==> src/rtl/iodelay_ctrl_pkg.sv <==
// Shared types for the RGMII RX IDELAY tap controller.
// State encoding, command bundle and a safe clog2 helper.
package iodelay_ctrl_pkg;

  localparam int iodelay_tap_width_gp  = 5;
  localparam int iodelay_lane_width_gp = 3;

  typedef enum logic [2:0] {
    RST,
    WAIT_RDY,
    INIT,
    IDLE,
    LOAD,
    VERIFY,
    RESP
  } state_e;

  typedef struct packed {
    logic [iodelay_lane_width_gp-1:0] lane;
    logic [iodelay_tap_width_gp-1:0]  tap;
  } iodelay_cmd_s;

  function automatic int safe_clog2(input int n);
    return (n > 1) ? $clog2(n) : 1;
  endfunction

endpackage

==> src/rtl/iodelay_tap_ctrl_sync.sv <==
// Two-flop synchronizer for signals arriving async to clk_i.
// Resets low so downstream logic sees "not ready" after reset.
module iodelay_tap_ctrl_sync #(
  parameter int width_p = 1
) (
  input  logic               clk_i,
  input  logic               reset_n_i,
  input  logic [width_p-1:0] d_i,
  output logic [width_p-1:0] d_o
);

  logic [width_p-1:0] s1_q;
  logic [width_p-1:0] s2_q;

  always_ff @(posedge clk_i or negedge reset_n_i) begin
    if (!reset_n_i) begin
      s1_q <= '0;
      s2_q <= '0;
    end else begin
      s1_q <= d_i;
      s2_q <= s1_q;
    end
  end

  assign d_o = s2_q;

endmodule

==> src/rtl/iodelay_tap_ctrl.sv <==
// IDELAYCTRL/IDELAYE2 bank sequencer: RST pulse, RDY wait,
// default tap init, then verified runtime tap loads.
module iodelay_tap_ctrl
  import iodelay_ctrl_pkg::*;
#(
  parameter int num_lanes_p       = 5,
  parameter int tap_width_p       = iodelay_tap_width_gp,
  parameter int init_tap_p        = 0,
  parameter int rst_hold_cycles_p = 16,
  parameter int rdy_timeout_p     = 1024,
  localparam int lane_w_lp = safe_clog2(num_lanes_p)
) (
  input  logic                               clk_i,
  input  logic                               reset_n_i,
  input  logic                               idelayctrl_rdy_i,
  output logic                               idelayctrl_rst_o,
  output logic [num_lanes_p-1:0]             idelay_ld_o,
  output logic [tap_width_p-1:0]             idelay_cntvalue_o,
  input  logic [num_lanes_p*tap_width_p-1:0] idelay_cntvalue_i,
  input  logic                               cmd_v_i,
  input  logic [lane_w_lp-1:0]               cmd_lane_i,
  input  logic [tap_width_p-1:0]             cmd_tap_i,
  output logic                               cmd_ready_o,
  output logic                               resp_v_o,
  output logic                               resp_err_o,
  input  logic                               resp_ready_i,
  output logic                               calibrated_o,
  output logic                               timeout_err_o
);

  localparam int cnt_w_lp =
    $clog2(rdy_timeout_p + rst_hold_cycles_p + num_lanes_p + 1);

  state_e                   state_q;
  logic [cnt_w_lp-1:0]      cnt_q;
  iodelay_cmd_s             cmd_q;
  logic                     rst_q;
  logic [num_lanes_p-1:0]   ld_q;
  logic [tap_width_p-1:0]   cval_q;
  logic                     err_q;
  logic                     tmo_q;

  logic                     rdy_s;
  logic                     cal;
  logic                     rdy_loss;
  logic [num_lanes_p-1:0]   cmd_oh;
  logic [num_lanes_p-1:0]   lane_hit;
  logic [tap_width_p-1:0]   rb;

  iodelay_tap_ctrl_sync #(.width_p(1)) u_rdy_sync (
    .clk_i     (clk_i),
    .reset_n_i (reset_n_i),
    .d_i       (idelayctrl_rdy_i),
    .d_o       (rdy_s)
  );

  assign cal = state_q inside {IDLE, LOAD, VERIFY, RESP};
  assign rdy_loss = cal && !rdy_s;

  always_comb begin
    cmd_oh   = '0;
    lane_hit = '0;
    rb       = '0;
    for (int i = 0; i < num_lanes_p; i++) begin
      cmd_oh[i]   = (cmd_lane_i == lane_w_lp'(i));
      lane_hit[i] = (cmd_q.lane == lane_w_lp'(i));
      if (lane_hit[i])
        rb = idelay_cntvalue_i[i*tap_width_p +: tap_width_p];
    end
  end

  always_ff @(posedge clk_i or negedge reset_n_i) begin
    if (!reset_n_i) begin
      state_q <= RST;
      cnt_q   <= '0;
      cmd_q   <= '0;
      rst_q   <= 1'b1;
      ld_q    <= '0;
      cval_q  <= '0;
      err_q   <= 1'b0;
      tmo_q   <= 1'b0;
    end else if (rdy_loss) begin
      // Bank lost lock: drop any in-flight command silently.
      state_q <= RST;
      cnt_q   <= '0;
      rst_q   <= 1'b1;
      ld_q    <= '0;
      err_q   <= 1'b0;
    end else begin
      unique case (state_q)
        RST: begin
          if (cnt_q == cnt_w_lp'(rst_hold_cycles_p - 1)) begin
            state_q <= WAIT_RDY;
            rst_q   <= 1'b0;
            cnt_q   <= '0;
          end else begin
            cnt_q <= cnt_q + 1'b1;
          end
        end
        WAIT_RDY: begin
          if (rdy_s) begin
            state_q <= INIT;
            ld_q    <= num_lanes_p'(1);
            cval_q  <= tap_width_p'(init_tap_p);
            cnt_q   <= cnt_w_lp'(1);
          end else if (cnt_q == cnt_w_lp'(rdy_timeout_p - 1)) begin
            state_q <= RST;
            tmo_q   <= 1'b1;
            rst_q   <= 1'b1;
            cnt_q   <= '0;
          end else begin
            cnt_q <= cnt_q + 1'b1;
          end
        end
        INIT: begin
          if (cnt_q == cnt_w_lp'(num_lanes_p)) begin
            state_q <= IDLE;
            ld_q    <= '0;
            cnt_q   <= '0;
          end else begin
            ld_q  <= ld_q << 1;
            cnt_q <= cnt_q + 1'b1;
          end
        end
        IDLE: begin
          if (cmd_v_i) begin
            state_q <= LOAD;
            cmd_q   <= '{lane: cmd_lane_i, tap: cmd_tap_i};
            ld_q    <= cmd_oh;
            if (|cmd_oh)
              cval_q <= cmd_tap_i;
          end
        end
        LOAD: begin
          state_q <= VERIFY;
          ld_q    <= '0;
        end
        VERIFY: begin
          state_q <= RESP;
          err_q   <= ~|lane_hit | (rb != cmd_q.tap);
        end
        RESP: begin
          if (resp_ready_i) begin
            state_q <= IDLE;
            err_q   <= 1'b0;
          end
        end
        default: state_q <= RST;
      endcase
    end
  end

  assign idelayctrl_rst_o  = rst_q;
  assign idelay_ld_o       = ld_q;
  assign idelay_cntvalue_o = cval_q;
  assign cmd_ready_o       = (state_q == IDLE);
  assign resp_v_o          = (state_q == RESP);
  assign resp_err_o        = err_q;
  assign calibrated_o      = cal;
  assign timeout_err_o     = tmo_q;

endmodule

==> config.mk <==
export PLATFORM = sky130hd
export DESIGN_NAME = iodelay_tap_ctrl
export DESIGN_NICKNAME = d
export VERILOG_FILES = /design/src/rtl/iodelay_ctrl_pkg.sv /design/src/rtl/iodelay_tap_ctrl_sync.sv /design/src/rtl/iodelay_tap_ctrl.sv
export SDC_FILE = /design/constraint.sdc
export NUM_CORES = 1
export LEC_CHECK = 0
export ABC_AREA = 1
export BUFFER_PORTS_ARGS = -buffer_cell sky130_fd_sc_hd__buf_2
export CORE_MARGIN = 10
export CORE_UTILIZATION = 55
export DETAILED_ROUTE_END_ITERATION = 10
export PLACE_DENSITY_LB_ADDON = 0.08
export SYNTH_ARGS = -nofsm -noshare
export SYNTH_HDL_FRONTEND = slang
export SYNTH_SLANG_ARGS = --single-unit
export TNS_END_PERCENT = 50
==> constraint.sdc <==
create_clock -name clk_i -period 3.2 [get_ports clk_i]
set_input_delay 0.96 -clock clk_i [delete_from_list [all_inputs] [get_ports clk_i]]
set_output_delay 0.96 -clock clk_i [all_outputs]
set_load 0.02 [all_outputs]
==> impl_metrics.yaml <==
clock_network:
  ctsHoldBuffers: 0
  worst_setup_hold_path_clk_slew_ps: 70
  tritoncts: "built"
  htree_num_levels: 2
  clock_latency_reported_for_the_late_side_of_the_worst_skew_pair_ps: 290
  post_cts.resized_instances: 0
  cts.repair_timing.setup_buffer_count: 0
  ctsRootBufferMaster: "sky130_fd_sc_hd__clkbuf_8"
  max-clock-path-buffers: 2
  number_of_buffers_added_by_the_clock_tree_synthesis_step: 5
  cts_num_sinks: 37
finish:
  final_cell_area_mm2: 0.00292
  stdcell_count: 447
  fin_util_pct: 66.2
  most-common-layout-cells: "sky130_fd_sc_hd__nand2_1, sky130_fd_sc_hd__buf_2, sky130_fd_sc_hd__nand3_1"
  antenna_cells_inserted: 0
  layout_cell_share_with_drive_strength_beyond_1_pct: 26.3
  layout.cells.most_common: "sky130_fd_sc_hd__nand2_1"
  finalNetCount: 434
  area_growth_syn_to_layout_pct: 15.8
synthesis:
  syn_avg_cell_area_um2: 7.41
  ys_types: 41
  synthesis.yosys.warnings: 0
  synth_seq_area_share_pct: 36.7
  syn_nets: 381
  synth-main-ff-cell: "sky130_fd_sc_hd__dfrtp_1"
  syn-cell-area_mm2: 0.00253
  ys_seq_elements: 37
  synth-edff-count: 0
  syn_inst: 341
  ys_async_sr_fraction_pct: 100
critical_path:
  endpoint_kind: "output pin"
  cpPeakStageDelay_ps: 610
  r2r-start: "cnt_q[0]$_DFFE_PN0P_"
  reg2regPathDepth: 12
  critical_path.n_buffers_inverters: 3
  critical_path_source_type: "flop"
  r2r_slack_ps: 1170
  cp_cell_sequence: "inv_1, nor2_4, inv_2, nand2_2, buf_2"
  cpLargestDelayFamily: "flip-flops"
  maximum_net_fanout_on_the_critical_path: 7
  timing.setup.critical_path_class: "reg2out"
  cp_data_required_time_ps: 2240
  cp_num_cells: 5
  worst_ep_arrival_time_ps: 1520
  slowest_stage: "sky130_fd_sc_hd__dfrtp_1"
  critical_path.reg2reg.endpoint: "cnt_q[3]$_DFFE_PN0P_"
place:
  dpl.cell_count: 439
  gpl.final_weighted_congestion: 0.908
  port-buffer-count: 53
  dp_hpwl_um: 4790
  placed_area_mm2: 0.00280
worst_hold_path:
  hold_path_end: "u_rdy_sync.d_o$_DFF_PN0_"
  timing.hold.worst_path_depth: 0
  hold_start: "u_rdy_sync.s1_q$_DFF_PN0_"
  timing.hold.worst.class: "reg2reg"
sta:
  layout_min_cycle_time_ps: 2480
  tightestPinTransition_ps: 814
  hold_viol_final: 0
  finClkSkew_ps: 7.25
  rsz_0062_raised_after_global_routing: "false"
  max_slew_margin_pct: 45.7
  clock.fmax_mhz: 403
  timing.setup.tns_ps: 0
  post-route-period-util_pct: 77.5
  final_max_slew_viol_count: 0
  number_of_endpoints_failing_setup_at_the_final_stage: 0
global_route:
  grt_pass1_vias: 2217
  antenna_violations_before_repair: 0
  global_route.overflow_total: 0
  global_route.usage.total_pct: 15.9
  grt_pass1_wl_um: 9960
  grt_start_max_net_pins: 38
floorplanning:
  die_w_um: 87.8
  number_of_placement_rows: 24
  die_area_mm2: 0.00770
  coreArea_mm2: 0.00441
  top_level_ports: 54
  initial_core_utilization_pct: 57.2
  vertical_die_dimension_um: 87.8
status:
  outcome: "finished, final reports clean"
drt:
  routed_wire_length_per_instance_um: 13.5
  route.final.wire_length_um: 6030
  detail_route.vias_per_cell: 5.35
  drc: 0
  drt_first_pass_iters: 4
  detailedRoute.firstIterationViolations: 105
  drt.antenna.violating_nets: 0
  routed-via-count: 2392
pwr:
  total_leakage_power_nw: 1.56
  power.ir.vdd_worst_mv: 0.514
  post-layout-total-power_mw: 2.50
  power.density_cell_area_mw_per_mm2: 854
flow_run:
  number_of_violations_of_the_max_capacitance_limit: 0
routing by layer:
metal  share of wire (%)  up-vias  wire (µm)  global-route usage (%)
li1                    -     1231          -                       -
met1                  48     1090       2870                    20.8
met2                  44       64       2660                    25.4
met3                 7.0        7        420                    3.62
met4                 1.2        0         71                    5.07
met5                   0        -          0                       0
cells in the mapped netlist, types with 4 or more instances:
library cell               instances  area (µm²)
sky130_fd_sc_hd__nor2_2            4        25.0
sky130_fd_sc_hd__nor3_1            5        25.0
sky130_fd_sc_hd__nand2_1          86         323
sky130_fd_sc_hd__dfrtp_1          36         901
sky130_fd_sc_hd__nand3b_1          4        30.0
sky130_fd_sc_hd__nor2_1           23        86.3
sky130_fd_sc_hd__nand4_1           9        56.3
sky130_fd_sc_hd__nand3_1          46         230
sky130_fd_sc_hd__or2_2             7        43.8
sky130_fd_sc_hd__xor2_1            6        52.6
sky130_fd_sc_hd__o21ai_0          15        75.1
sky130_fd_sc_hd__mux2_2            4        45.0
sky130_fd_sc_hd__inv_1            40         150
sky130_fd_sc_hd__inv_2             8        30.0
layout make-up:
class | count | area [µm²]
inverters | 48 | 180
repair buffers | 54 | 273
multi-input cells | 248 | 1360
fillers | 405 | 1490
flip-flops and latches | 37 | 927
well taps | 52 | 65.1
clock buffers | 6 | 82.6
clock inverters | 2 | 37.5
registers in the layout, summed over array words and instances (netlist names):
register,flops
idelayctrl_rst_o,1
idelay_cntvalue_o,5
cnt_q,11
u_rdy_sync.s1_q,1
u_rdy_sync.d_o,1
state_q,3
idelay_ld_o,5
timeout_err_o,1
resp_err_o,1
cmd_q,8
per-stage QoR:
stage / setup slack [ps] / hold WS [ps]
2_1_floorplan: 1260 / 331
3_3_place_gp: 1060 / 342
3_5_place_dp: 1030 / 345
4_1_cts: 701 / 362
5_1_grt: 622 / 373
6_report: 718 / 358
cell families (layout without fill, tap and decap cells):
group	after synthesis	after routing	share of synthesized area, %
fa+ha+maj	2	2	0.990
compound gates	35	35	9.11
mux	4	4	1.78
flops	37	37	36.7
xor+xnor	6	6	2.08
buf+inv	56	110	9.51
simple gates	201	201	39.8
how the worst max path moves through the flow:
stage | start | endpoint | slack, ps
final | state_q[2]$_DFFE_PN0P_ | calibrated_o | 720
after global routing | state_q[2]$_DFFE_PN0P_ | calibrated_o | 620
after CTS | state_q[2]$_DFFE_PN0P_ | calibrated_o | 700
after detailed placement | state_q[2]$_DFFE_PN0P_ | calibrated_o | 1030
after global placement | state_q[2]$_DFFE_PN0P_ | calibrated_o | 1060
after floorplan | state_q[0]$_DFFE_PN0P_ | calibrated_o | 1260
where the power goes:
group	leakage (nW)	internal (mW)	switching, mW
registers	0.486	0.607	0.143
logic	1.02	0.463	0.860
clock network	0.0574	0.253	0.172
total	1.56	1.32	1.17
Power figures use the tool's default switching activity.
